===== config.mk =====
export PLATFORM = sky130hd
export DESIGN_NAME = frame_bank_scheduler_flat
export DESIGN_NICKNAME = d
export VERILOG_FILES = /design/src/rtl/frame_sched_pkg.sv /design/src/rtl/frame_bank_scheduler_if.sv /design/src/rtl/bank_index_fifo.sv /design/src/rtl/frame_bank_scheduler.sv /design/src/flat_wrapper.sv
export SDC_FILE = /design/constraint.sdc
export NUM_CORES = 1
export LEC_CHECK = 0
export CAP_MARGIN = 20
export CORE_ASPECT_RATIO = 1.25
export CORE_MARGIN = 2
export CORE_UTILIZATION = 38
export DETAILED_ROUTE_END_ITERATION = 8
export GPL_TIMING_DRIVEN = 1
export PLACE_DENSITY = 0.55
export SLEW_MARGIN = 20
export SYNTH_ARGS = -nofsm -noshare
export SYNTH_HDL_FRONTEND = slang
export SYNTH_SLANG_ARGS = --single-unit

===== constraint.sdc =====
create_clock -name ACLK -period 6 [get_ports ACLK]
set_clock_uncertainty 0.05 [all_clocks]
set_input_delay 1.5 -clock ACLK [delete_from_list [all_inputs] [get_ports ACLK]]
set_output_delay 1.5 -clock ACLK [all_outputs]
set_load 0.02 [all_outputs]

===== src/rtl/frame_sched_pkg.sv =====
// Shared encodings for the frame bank scheduler: per-bank lifecycle state
// and the producer/consumer FSM states.
package frame_sched_pkg;

   // Lifecycle of one BRAM frame bank.
   typedef enum logic [1:0] {
      BANK_FREE      = 2'd0,
      BANK_FILLING   = 2'd1,
      BANK_FULL      = 2'd2,
      BANK_STREAMING = 2'd3
   } bank_state_e;

   // Producer (undistort write engine) side.
   typedef enum logic {
      P_IDLE = 1'b0,
      P_FILL = 1'b1
   } prod_state_e;

   // Consumer (BRAM-to-AXI-stream reader) side.
   typedef enum logic {
      C_IDLE = 1'b0,
      C_BUSY = 1'b1
   } cons_state_e;

endpackage


===== src/rtl/frame_bank_scheduler_if.sv =====
// Handshake and status bundle between the scheduler (master) and the
// write engine / stream reader environment (slave).
interface frame_bank_scheduler_if #(
   parameter int unsigned NUM_BANKS = 2,
   parameter int unsigned BANK_W    = 2,
   parameter int unsigned CNT_W     = 16
);
   logic                 enable;
   logic                 prod_req;
   logic                 prod_start;
   logic [BANK_W-1:0]    prod_bank;
   logic                 prod_done;
   logic                 stream_start;
   logic [BANK_W-1:0]    stream_bank;
   logic                 stream_done;
   logic [NUM_BANKS-1:0] free_banks;
   logic [CNT_W-1:0]     frame_count;
   logic [CNT_W-1:0]     drop_count;
   logic                 timeout_err;
   logic                 protocol_err;

   modport master (
      input  enable, prod_req, prod_done, stream_done,
      output prod_start, prod_bank, stream_start, stream_bank,
      output free_banks, frame_count, drop_count, timeout_err, protocol_err
   );

   modport slave (
      output enable, prod_req, prod_done, stream_done,
      input  prod_start, prod_bank, stream_start, stream_bank,
      input  free_banks, frame_count, drop_count, timeout_err, protocol_err
   );
endinterface


===== src/rtl/bank_index_fifo.sv =====
// Small synchronous FIFO of bank indices. Holds filled banks in fill order.
// A push while full (and not popping) is dropped; the parent flags it.
module bank_index_fifo #(
   parameter int unsigned DEPTH = 2,
   parameter int unsigned WIDTH = 2
) (
   input  logic             ACLK,
   input  logic             rst,
   input  logic             i_push,
   input  logic [WIDTH-1:0] i_push_data,
   input  logic             i_pop,
   output logic             o_empty,
   output logic             o_full,
   output logic [WIDTH-1:0] o_head
);
   localparam int unsigned     PTR_W    = (DEPTH > 1) ? $clog2(DEPTH) : 1;
   localparam int unsigned     CNT_BITS = $clog2(DEPTH + 1);
   localparam logic [PTR_W-1:0] LAST    = PTR_W'(DEPTH - 1);

   logic [WIDTH-1:0]    r_mem [DEPTH];
   logic [PTR_W-1:0]    r_rd_ptr;
   logic [PTR_W-1:0]    r_wr_ptr;
   logic [CNT_BITS-1:0] r_count;
   logic                w_do_push;
   logic                w_do_pop;

   assign o_empty   = (r_count == '0);
   assign o_full    = (r_count == CNT_BITS'(DEPTH));
   assign o_head    = r_mem[r_rd_ptr];
   assign w_do_pop  = i_pop && !o_empty;
   // A simultaneous pop frees the slot, so a push into a full FIFO is still legal then.
   assign w_do_push = i_push && (!o_full || w_do_pop);

   // Storage; contents are don't-care until written, so no reset.
   always_ff @(posedge ACLK) begin
      if (w_do_push) begin
         r_mem[r_wr_ptr] <= i_push_data;
      end
   end

   // Pointer and occupancy bookkeeping with wrap at DEPTH (DEPTH may be 3).
   always_ff @(posedge ACLK or negedge rst) begin
      if (!rst) begin
         r_rd_ptr <= '0;
         r_wr_ptr <= '0;
         r_count  <= '0;
      end else begin
         if (w_do_push) begin
            r_wr_ptr <= (r_wr_ptr == LAST) ? '0 : r_wr_ptr + PTR_W'(1);
         end
         if (w_do_pop) begin
            r_rd_ptr <= (r_rd_ptr == LAST) ? '0 : r_rd_ptr + PTR_W'(1);
         end
         if (w_do_push && !w_do_pop) begin
            r_count <= r_count + CNT_BITS'(1);
         end else if (!w_do_push && w_do_pop) begin
            r_count <= r_count - CNT_BITS'(1);
         end
      end
   end

endmodule


===== src/rtl/frame_bank_scheduler.sv =====
// Multi-bank frame buffer sequencer. Grants free banks to the write engine,
// queues filled banks in fill order, kicks the stream reader per bank and
// reclaims banks on completion or watchdog expiry.
module frame_bank_scheduler
   import frame_sched_pkg::*;
#(
   parameter int unsigned NUM_BANKS      = 2,
   parameter int unsigned BANK_W         = 2,
   parameter bit          DROP_OLDEST    = 1'b1,
   parameter logic [31:0] TIMEOUT_CYCLES = 32'd200000,
   parameter int unsigned CNT_W          = 16
) (
   input  logic                  ACLK,
   input  logic                  rst,
   frame_bank_scheduler_if.master bus
);
   // Table sized to the full index space so any BANK_W index is in range.
   localparam int unsigned NUM_SLOTS = 1 << BANK_W;

   bank_state_e          r_bank_st   [NUM_SLOTS];
   bank_state_e          w_bank_st_d [NUM_SLOTS];

   prod_state_e          r_p_state, w_p_state_d;
   cons_state_e          r_c_state, w_c_state_d;

   logic                 r_prod_start, w_prod_start_d;
   logic [BANK_W-1:0]    r_prod_bank, w_prod_bank_d;
   logic                 r_stream_start, w_stream_start_d;
   logic [BANK_W-1:0]    r_stream_bank, w_stream_bank_d;
   logic [31:0]          r_wdog, w_wdog_d;

   logic [CNT_W-1:0]     r_frame_cnt, w_frame_cnt_d;
   logic [CNT_W-1:0]     r_drop_cnt, w_drop_cnt_d;
   logic                 r_timeout_err, w_timeout_err_d;
   logic                 r_protocol_err, w_protocol_err_d;

   logic                 w_any_free;
   logic [BANK_W-1:0]    w_free_idx;
   logic [NUM_BANKS-1:0] w_free_map;

   logic                 w_p_take, w_p_drop_pop, w_p_push, w_p_err;
   logic                 w_c_pop, w_c_done, w_c_timeout, w_c_err;

   logic                 w_fifo_pop, w_fifo_empty, w_fifo_full, w_fifo_ovf;
   logic [BANK_W-1:0]    w_fifo_head;

   assign w_fifo_pop = w_c_pop || w_p_drop_pop;
   assign w_fifo_ovf = w_p_push && w_fifo_full && !w_fifo_pop;

   bank_index_fifo #(
      .DEPTH (NUM_BANKS),
      .WIDTH (BANK_W)
   ) u_ready_q (
      .ACLK        (ACLK),
      .rst         (rst),
      .i_push      (w_p_push),
      .i_push_data (r_prod_bank),
      .i_pop       (w_fifo_pop),
      .o_empty     (w_fifo_empty),
      .o_full      (w_fifo_full),
      .o_head      (w_fifo_head)
   );

   // Free bitmap and lowest free index, scanned high to low so the lowest wins.
   always_comb begin
      w_any_free = 1'b0;
      w_free_idx = '0;
      w_free_map = '0;
      for (int i = NUM_BANKS - 1; i >= 0; i--) begin
         if (r_bank_st[i] == BANK_FREE) begin
            w_any_free    = 1'b1;
            w_free_idx    = BANK_W'(i);
            w_free_map[i] = 1'b1;
         end
      end
   end

   // Producer FSM next state: grant a free bank, else steal the oldest queued one.
   always_comb begin
      w_p_state_d    = r_p_state;
      w_prod_start_d = 1'b0;
      w_prod_bank_d  = r_prod_bank;
      w_p_take       = 1'b0;
      w_p_drop_pop   = 1'b0;
      w_p_push       = 1'b0;
      w_p_err        = 1'b0;
      case (r_p_state)
         P_IDLE: begin
            if (bus.enable && bus.prod_req) begin
               if (w_any_free) begin
                  w_p_take      = 1'b1;
                  w_prod_bank_d = w_free_idx;
               end else if (DROP_OLDEST && !w_fifo_empty && !w_c_pop) begin
                  // Consumer pop has priority; the drop retries next cycle.
                  w_p_take      = 1'b1;
                  w_p_drop_pop  = 1'b1;
                  w_prod_bank_d = w_fifo_head;
               end
            end
            if (w_p_take) begin
               w_prod_start_d = 1'b1;
               w_p_state_d    = P_FILL;
            end
            w_p_err = bus.prod_done;
         end
         P_FILL: begin
            if (bus.prod_done) begin
               w_p_push    = 1'b1;
               w_p_state_d = P_IDLE;
            end
         end
         default: w_p_state_d = P_IDLE;
      endcase
   end

   // Consumer FSM next state: start the oldest filled bank, finish or time out.
   always_comb begin
      w_c_state_d      = r_c_state;
      w_stream_start_d = 1'b0;
      w_stream_bank_d  = r_stream_bank;
      w_wdog_d         = r_wdog;
      w_c_pop          = 1'b0;
      w_c_done         = 1'b0;
      w_c_timeout      = 1'b0;
      w_c_err          = 1'b0;
      case (r_c_state)
         C_IDLE: begin
            if (bus.enable && !w_fifo_empty) begin
               w_c_pop          = 1'b1;
               w_stream_start_d = 1'b1;
               w_stream_bank_d  = w_fifo_head;
               w_wdog_d         = '0;
               w_c_state_d      = C_BUSY;
            end
            w_c_err = bus.stream_done;
         end
         C_BUSY: begin
            if (bus.stream_done) begin
               w_c_done    = 1'b1;
               w_c_state_d = C_IDLE;
            end else if ((TIMEOUT_CYCLES != 32'd0) &&
                         (r_wdog == TIMEOUT_CYCLES - 32'd1)) begin
               // r_wdog counts busy cycles already elapsed; this is the last allowed one.
               w_c_timeout = 1'b1;
               w_c_state_d = C_IDLE;
            end else begin
               w_wdog_d = r_wdog + 32'd1;
            end
         end
         default: w_c_state_d = C_IDLE;
      endcase
   end

   // Bank table update; the events in one cycle always touch distinct banks.
   always_comb begin
      w_bank_st_d = r_bank_st;
      if (w_p_take) begin
         w_bank_st_d[w_prod_bank_d] = BANK_FILLING;
      end
      if (w_p_push) begin
         w_bank_st_d[r_prod_bank] = BANK_FULL;
      end
      if (w_c_pop) begin
         w_bank_st_d[w_fifo_head] = BANK_STREAMING;
      end
      if (w_c_done || w_c_timeout) begin
         w_bank_st_d[r_stream_bank] = BANK_FREE;
      end
   end

   // Statistics and sticky error flags.
   always_comb begin
      w_frame_cnt_d    = r_frame_cnt;
      w_drop_cnt_d     = r_drop_cnt;
      w_timeout_err_d  = r_timeout_err || w_c_timeout;
      w_protocol_err_d = r_protocol_err || w_p_err || w_c_err || w_fifo_ovf;
      if (w_c_done) begin
         w_frame_cnt_d = r_frame_cnt + CNT_W'(1);
      end
      if (w_p_drop_pop && (r_drop_cnt != {CNT_W{1'b1}})) begin
         w_drop_cnt_d = r_drop_cnt + CNT_W'(1);
      end
   end

   // FSM state and handshake output registers.
   always_ff @(posedge ACLK or negedge rst) begin
      if (!rst) begin
         r_p_state      <= P_IDLE;
         r_c_state      <= C_IDLE;
         r_prod_start   <= 1'b0;
         r_prod_bank    <= '0;
         r_stream_start <= 1'b0;
         r_stream_bank  <= '0;
         r_wdog         <= '0;
      end else begin
         r_p_state      <= w_p_state_d;
         r_c_state      <= w_c_state_d;
         r_prod_start   <= w_prod_start_d;
         r_prod_bank    <= w_prod_bank_d;
         r_stream_start <= w_stream_start_d;
         r_stream_bank  <= w_stream_bank_d;
         r_wdog         <= w_wdog_d;
      end
   end

   // Per-bank lifecycle registers.
   always_ff @(posedge ACLK or negedge rst) begin
      if (!rst) begin
         for (int i = 0; i < NUM_SLOTS; i++) begin
            r_bank_st[i] <= BANK_FREE;
         end
      end else begin
         r_bank_st <= w_bank_st_d;
      end
   end

   // Statistics registers.
   always_ff @(posedge ACLK or negedge rst) begin
      if (!rst) begin
         r_frame_cnt    <= '0;
         r_drop_cnt     <= '0;
         r_timeout_err  <= 1'b0;
         r_protocol_err <= 1'b0;
      end else begin
         r_frame_cnt    <= w_frame_cnt_d;
         r_drop_cnt     <= w_drop_cnt_d;
         r_timeout_err  <= w_timeout_err_d;
         r_protocol_err <= w_protocol_err_d;
      end
   end

   assign bus.prod_start   = r_prod_start;
   assign bus.prod_bank    = r_prod_bank;
   assign bus.stream_start = r_stream_start;
   assign bus.stream_bank  = r_stream_bank;
   assign bus.free_banks   = w_free_map;
   assign bus.frame_count  = r_frame_cnt;
   assign bus.drop_count   = r_drop_cnt;
   assign bus.timeout_err  = r_timeout_err;
   assign bus.protocol_err = r_protocol_err;

endmodule


===== src/flat_wrapper.sv =====
// flat-port wrapper written by rule: the top's interface ports become plain ports
module frame_bank_scheduler_flat import frame_sched_pkg::*;
#(
   parameter int unsigned NUM_BANKS      = 2,
   parameter int unsigned BANK_W         = 2,
   parameter bit          DROP_OLDEST    = 1'b1,
   parameter logic [31:0] TIMEOUT_CYCLES = 32'd200000,
   parameter int unsigned CNT_W          = 16
)
  (ACLK, rst, bus_enable, bus_prod_req, bus_prod_done, bus_stream_done, bus_prod_start, bus_prod_bank, bus_stream_start, bus_stream_bank, bus_free_banks, bus_frame_count, bus_drop_count, bus_timeout_err, bus_protocol_err);
  frame_bank_scheduler_if #(.NUM_BANKS(NUM_BANKS), .BANK_W(BANK_W), .CNT_W(CNT_W)) bus_i ();
  input  logic ACLK;
  input  logic rst;
  input wire logic [$bits(bus_i.enable)-1:0] bus_enable;
  input wire logic [$bits(bus_i.prod_req)-1:0] bus_prod_req;
  input wire logic [$bits(bus_i.prod_done)-1:0] bus_prod_done;
  input wire logic [$bits(bus_i.stream_done)-1:0] bus_stream_done;
  output wire logic [$bits(bus_i.prod_start)-1:0] bus_prod_start;
  output wire logic [$bits(bus_i.prod_bank)-1:0] bus_prod_bank;
  output wire logic [$bits(bus_i.stream_start)-1:0] bus_stream_start;
  output wire logic [$bits(bus_i.stream_bank)-1:0] bus_stream_bank;
  output wire logic [$bits(bus_i.free_banks)-1:0] bus_free_banks;
  output wire logic [$bits(bus_i.frame_count)-1:0] bus_frame_count;
  output wire logic [$bits(bus_i.drop_count)-1:0] bus_drop_count;
  output wire logic [$bits(bus_i.timeout_err)-1:0] bus_timeout_err;
  output wire logic [$bits(bus_i.protocol_err)-1:0] bus_protocol_err;
  assign bus_i.enable = bus_enable;
  assign bus_i.prod_req = bus_prod_req;
  assign bus_i.prod_done = bus_prod_done;
  assign bus_i.stream_done = bus_stream_done;
  assign bus_prod_start = bus_i.prod_start;
  assign bus_prod_bank = bus_i.prod_bank;
  assign bus_stream_start = bus_i.stream_start;
  assign bus_stream_bank = bus_i.stream_bank;
  assign bus_free_banks = bus_i.free_banks;
  assign bus_frame_count = bus_i.frame_count;
  assign bus_drop_count = bus_i.drop_count;
  assign bus_timeout_err = bus_i.timeout_err;
  assign bus_protocol_err = bus_i.protocol_err;
  frame_bank_scheduler #(.NUM_BANKS(NUM_BANKS), .BANK_W(BANK_W), .DROP_OLDEST(DROP_OLDEST), .TIMEOUT_CYCLES(TIMEOUT_CYCLES), .CNT_W(CNT_W)) u_core (.ACLK(ACLK), .rst(rst), .bus(bus_i));
endmodule

==> run metrics, run 1 <==
P&R area growth vs syn 20.7%; CP Data Required Time slightly above 6 ns; via count around 3400; number of global-route vias before repair ~3300; Core Box Area between 10000 and 15000 um2; area share of the largest cell type after synthesis 0.485; kind of critical path in2reg; Power Density 353 nW/um2; Critical Path AT a little under 4 ns; Slew Viols, Final 0; die area ~12000 um2; Syn Std Cell Area between 4000 and 5000 um2; Place WS slightly below 2 ns; leakage 2.09 nW; max_cap viols 0; Initial DRC Count 150; wl on met1 around 4.2 mm; post-route ant nets 0; row count between 40 and 50; TritonCTS Buffers 9; Inst Count DP approximately 600; ys async rst share 0.953; TritonRoute pass-1 iters 4; Area after DPL 4830 um2; largest cells by area after synthesis dfrtp_1 (48%), xnor2_1 (6.4%), nor2_1 (3.4%); Post-synth EDFFs 4; prevailing post-synth register cell dfrtp_1; Hold Path Stages 1; maximum vdd drop approximately 0.00027 V; Final setup viols 0; WHS Endpoint u_core.bus.timeout_err$_DFF_PN0_; ant diodes 0; Port Buf Inserts 47; FF+latch count, synth 86; synthesized net count ~440; leading area contributor after synthesis dfrtp_1; status completed; IO Pins 48; Slew HR 0.351; Sink Count 86; fmax 274 MHz; Layout Cells excl Fill just over 600; WHS slightly above 0.4 ns; CP Launch Type primary input; die width a little under 100 um; HPWL Detailed ~6.5 mm; Fillers between 1000 and 1500; post-CTS sizing 0; post-CTS setup buffer count 0; Hold Vio Cnt, Final 0; Highest Signal Layer met4; Post-layout nets 484; Reg clk slew, reported paths approximately 0.060 ns; Max H-tree Level 3; post-route setup slack around 2.4 ns; sequential share of the synthesized area 0.513; CTS tree built; Reg2Reg Depth 8; Yosys cell types 53; routed wire length between 9 and 10 mm; most common cell in the netlist dfrtp_1; met2 WL ~4.6 mm; Root Driver clkbuf_16; min-delay src u_core.bus.timeout_err$_DFF_PN0_; largest net degree at the start of global routing 53; Worst setup EP type register; Ys Warns 0; RR Endpoint u_core.u_ready_q.r_count[1]$_DFFE_PN0P_; worst-skew pair later-pin latency ~0.34 ns; CP Max Fanout 29; Max Buffers Root-to-Sink 2; hold buffer count at cts 0; initial antenna violation count 0; share of layout cells above drive strength 1 0.0564; WL/cell between 15 and 20 um; Worst Tran Pin Value around 0.96 ns; synth cell count leaders dfrtp_1 (82), nor2_1 (38), nand2_1 (33); Mapped Avg Cell Area approximately 9.9 um2; Worst Hold Class reg2reg; Die H 122 um; total grt overflow 0; synthesized instance count between 400 and 500; DRC viols 0; setup TNS 0 ns; fin crit share 0.608; Avg Vias per Cell 5.46; first-pass GRT wire length between 15 and 20 mm; initial core utilization 0.386; Worst R2R Setup Slack around 3.5 ns; DR WL met3 roughly 300 um; gpl congestion roughly 0.85; finished layout cell area between 5000 and 6000 um2; r2r startpoint u_core.r_c_state$_DFF_PN0_; min Tclk post-route around 3.6 ns; RSZ-0062 raised after global routing false; total track usage 0.166
-- worst max-delay path by stage --
stage,depth (start not counted),to,from
after floorplan,9,u_core.u_ready_q.r_count[1]$_DFFE_PN0P_,bus_enable
after global placement,9,u_core.u_ready_q.r_count[1]$_DFFE_PN0P_,bus_enable
after detailed placement,9,u_core.u_ready_q.r_count[1]$_DFFE_PN0P_,bus_enable
after CTS,9,u_core.u_ready_q.r_count[1]$_DFFE_PN0P_,bus_enable
after global routing,8,u_core.u_ready_q.r_count[1]$_DFFE_PN0P_,bus_enable
final,9,u_core.u_ready_q.r_count[1]$_DFFE_PN0P_,bus_enable
-- stage by stage --
step	power [mW]	utilization
after floorplan	1.08	-
after global placement	1.29	0.440
after detailed placement	1.29	0.440
after CTS	1.83	0.466
after global routing	1.91	0.466
final	1.80	0.466
-- layout make-up --
type                            count  area, um2  share of cell area
Clock buffer                       13        260              0.0509
Clock inverter                      3       20.0             0.00392
Inverter                           16       60.1              0.0118
Multi-Input combinational cell    311       1940               0.379
Sequential cell                    86       2170               0.425
Tap cell                          135        169              0.0331
Timing Repair Buffer               50        490              0.0960
-- critical path: stages --
cell,delay (ns)
clkdlybuf4s50_1,0.49
nor2b_1,0.20
o21ai_0,0.14
inv_1,0.68
nor2_1,0.17
ha_1,0.26
xor2_1,0.14
nor2_1,0.12
xor2_1,0.15
-- sequential cells by signal, summed over array words and instances (netlist names), 2 cells and up --
name	cells
u_core.bus.stream_bank	2
u_core.r_wdog	32
u_core.u_ready_q.r_mem	4
u_core.bus.frame_count	16
u_core.u_ready_q.r_count	2
u_core.bus.prod_bank	2
u_core.r_bank_st	4
u_core.bus.drop_count	16
-- cell families (layout without fill, tap and decap cells) --
family,count (synthesis),in the layout,synth area share
and+or+nand+nor,189,189,0.240
DFF,86,86,0.513
AOI/OAI and AO/OA,67,67,0.0990
xor gates and xnor gates,47,47,0.0972
buffers and inverters,30,82,0.0290
adders and majority gates,4,4,0.0118
muxes,4,4,0.0101
-- cells in the final DEF (no fill, tap or decap), types with 3 or more instances in the layout --
cell | synthesis | final
nand3_1 | 25 | 25
and4_1 | 4 | 4
buf_4 | 0 | 4
o211ai_1 | 6 | 6
a31oi_1 | 5 | 5
inv_1 | 16 | 16
edfxtp_1 | 4 | 4
clkdlybuf4s50_1 | 0 | 46
and2_1 | 3 | 3
clkbuf_16 | 0 | 9
nor2_1 | 38 | 38
o21ai_0 | 20 | 20
nor2b_1 | 4 | 4
nor3_1 | 11 | 11
nor4_1 | 15 | 15
nand2b_1 | 5 | 5
ha_1 | 4 | 4
nand2_1 | 33 | 33
xnor2_1 | 31 | 31
dfrtp_1 | 82 | 82
and3_1 | 7 | 7
xor2_1 | 16 | 16
nand4_1 | 18 | 18
o31ai_1 | 6 | 6
a21oi_1 | 15 | 15
or3_1 | 11 | 11
-- where the power goes --
group / internal [mW] / total [mW] / switching, mW
clock: 0.303 / 0.523 / 0.220
combinational: 0.213 / 0.486 / 0.273
sequential: 0.679 / 0.793 / 0.114
total: 1.19 / 1.80 / 0.608
-- routing by layer --
metal,track usage,vias to the layer above
met3,0.0316,21
met1,0.213,1639
met4,0.0762,0
met5,0,-
li1,-,1638
met2,0.272,52
No activity file was read; power rests on OpenSTA's default activity.
==> run 2: changes to the inputs <==
- PLACE_DENSITY: 0.55 -> 0.57
- clock period: 6 -> 3.1 ns (I/O delays scaled with it)
==> run 2 against run 1 <==
  * First-iteration DRC count up 36%
  * Global-route usage rose by 0.44 points
  * Worst setup slack worse by 1.9 ns
  * Final cell count rose by 2.8%
  * Die area unchanged
  * Count of clock-buffer cells in the layout stayed put
  * Combinational power increased by 100%
  * Flip-flop and latch count unchanged
==> run metrics, run 2 (synthesized netlist as in run 1, its figures left out) <==
Max H-tree Level 3; Root Driver clkbuf_16; min Tclk post-route ~2.7 ns; post-route ant nets 0; CTS tree built; via count about 3400; Place WS 0.0778 ns; r2r startpoint u_core.r_wdog[5]$_DFFE_PN0P_; routed wire length between 9 and 10 mm; post-CTS setup buffer count 0; initial core utilization 0.386; Initial DRC Count slightly above 200; share of layout cells above drive strength 1 0.0867; leakage about 2.2 nW; TritonCTS Buffers 9; setup TNS 0 ns; RSZ-0062 raised after global routing false; kind of critical path in2reg; die area around 12000 um2; total track usage 0.170; Worst Tran Pin Value approximately 0.76 ns; Reg clk slew, reported paths approximately 0.06 ns; number of global-route vias before repair between 3000 and 4000; largest net degree at the start of global routing 50; Die H roughly 120 um; M3 GR Usage 0.0327; Fillers between 1000 and 1500; CP Data Required Time ~3.3 ns; first-pass GRT wire length 16.4 mm; grt met2 use 0.285; post-CTS sizing 0; Reg2Reg Depth 6; grt met1 use 0.214; CP Max Fanout 8; RR Endpoint u_core.r_wdog[4]$_DFFE_PN0P_; Core Box Area between 10000 and 15000 um2; DRC viols 0; initial antenna violation count 0; Avg Vias per Cell approximately 5.4; P&R area growth vs syn 24.4%; leading cell type in the layout, fill and taps excluded dfrtp_1; max reg flops 32; ant diodes 0; Post-layout nets about 500; gpl congestion about 0.85; WL/cell between 15 and 20 um; Worst R2R Setup Slack 0.66 ns; Slew HR 0.490; hold buffer count at cts 0; most flop-heavy register u_core.r_wdog; max_cap viols 0; Hold Vio Cnt, Final 0; GRT busiest layer met2; worst-skew pair later-pin latency about 0.34 ns; status completed; Port Buf Inserts between 40 and 50; row count 43; Worst Hold Class in2async; die width between 90 and 100 um; Worst setup EP type register; maximum vdd drop just over 0.0004 V; HPWL Detailed roughly 6.8 mm; TritonRoute pass-1 iters 5; Critical Path AT 2.88 ns; fin crit share 0.858; fmax approximately 380 MHz; CP Launch Type primary input; commonest non-fill, non-tap cells in the layout dfrtp_1 (82), clkdlybuf4s50_1 (46), nor2_1 (38); IO Pins 48; Slew Viols, Final 0; Final setup viols 0; Sink Count 86; post-route setup slack 0.439 ns; Max Buffers Root-to-Sink 2; total grt overflow 0; Power Density a little under 700 nW/um2
## run 2: per-stage QoR
stage          hold slack [ns]  cell area (um2)  instances  utilization  power, mW
6_report                 0.336             5260        631        0.480       3.61
5_1_grt                  0.370             5260        631        0.480       3.81
4_1_cts                  0.350             5260        631        0.480       3.65
3_5_place_dp             0.393             4970        615        0.453       2.56
3_3_place_gp             0.390             4970        615        0.453       2.54
2_1_floorplan            0.405             4230        427            -       2.10
## run 2: how the worst max path moves through the flow
stage,endpoint,slack (ns),from,cells past startpoint
global route,u_core.u_ready_q.r_mem[0][0]$_DFFE_PP_,0.27,bus_enable,7
detailed placement,u_core.bus.drop_count[14]$_DFFE_PN0P_,0.08,bus_enable,7
global placement,u_core.bus.drop_count[4]$_DFFE_PN0P_,0.12,bus_enable,7
CTS,u_core.bus.drop_count[4]$_DFFE_PN0P_,0.44,bus_enable,7
finish,u_core.bus.drop_count[14]$_DFFE_PN0P_,0.44,bus_enable,7
floorplan,u_core.u_ready_q.r_count[1]$_DFFE_PN0P_,0.54,bus_enable,9
## run 2: metal layers
layer	up-vias	wire, um
li1	1677	-
met3	15	310
met4	0	221
met1	1663	4270
met2	77	4770
met5	-	0
## run 2: layout make-up
cell class	count	area, um2	area share
Clock buffer	13	250	0.0475
Tap cell	135	169	0.0321
Multi-Input combinational cell	311	1940	0.368
Inverter	16	60.1	0.0114
Clock inverter	3	43.8	0.00832
Timing Repair Buffer	67	631	0.120
Sequential cell	86	2170	0.413
## run 2: critical path, cell delays in order
cell and delay (ns):
clkdlybuf4s50_1 0.45, nor2b_1 0.18, or3_1 0.38, buf_4 0.17, or3_1 0.50, nor4b_2 0.28
xnor2_1 0.14
## run 2: power by group
part	leakage (nW)	switching, mW	internal, mW
registers	1.11	0.226	1.31
logic	0.938	0.541	0.451
clock network	0.144	0.435	0.648
total	2.20	1.20	2.41
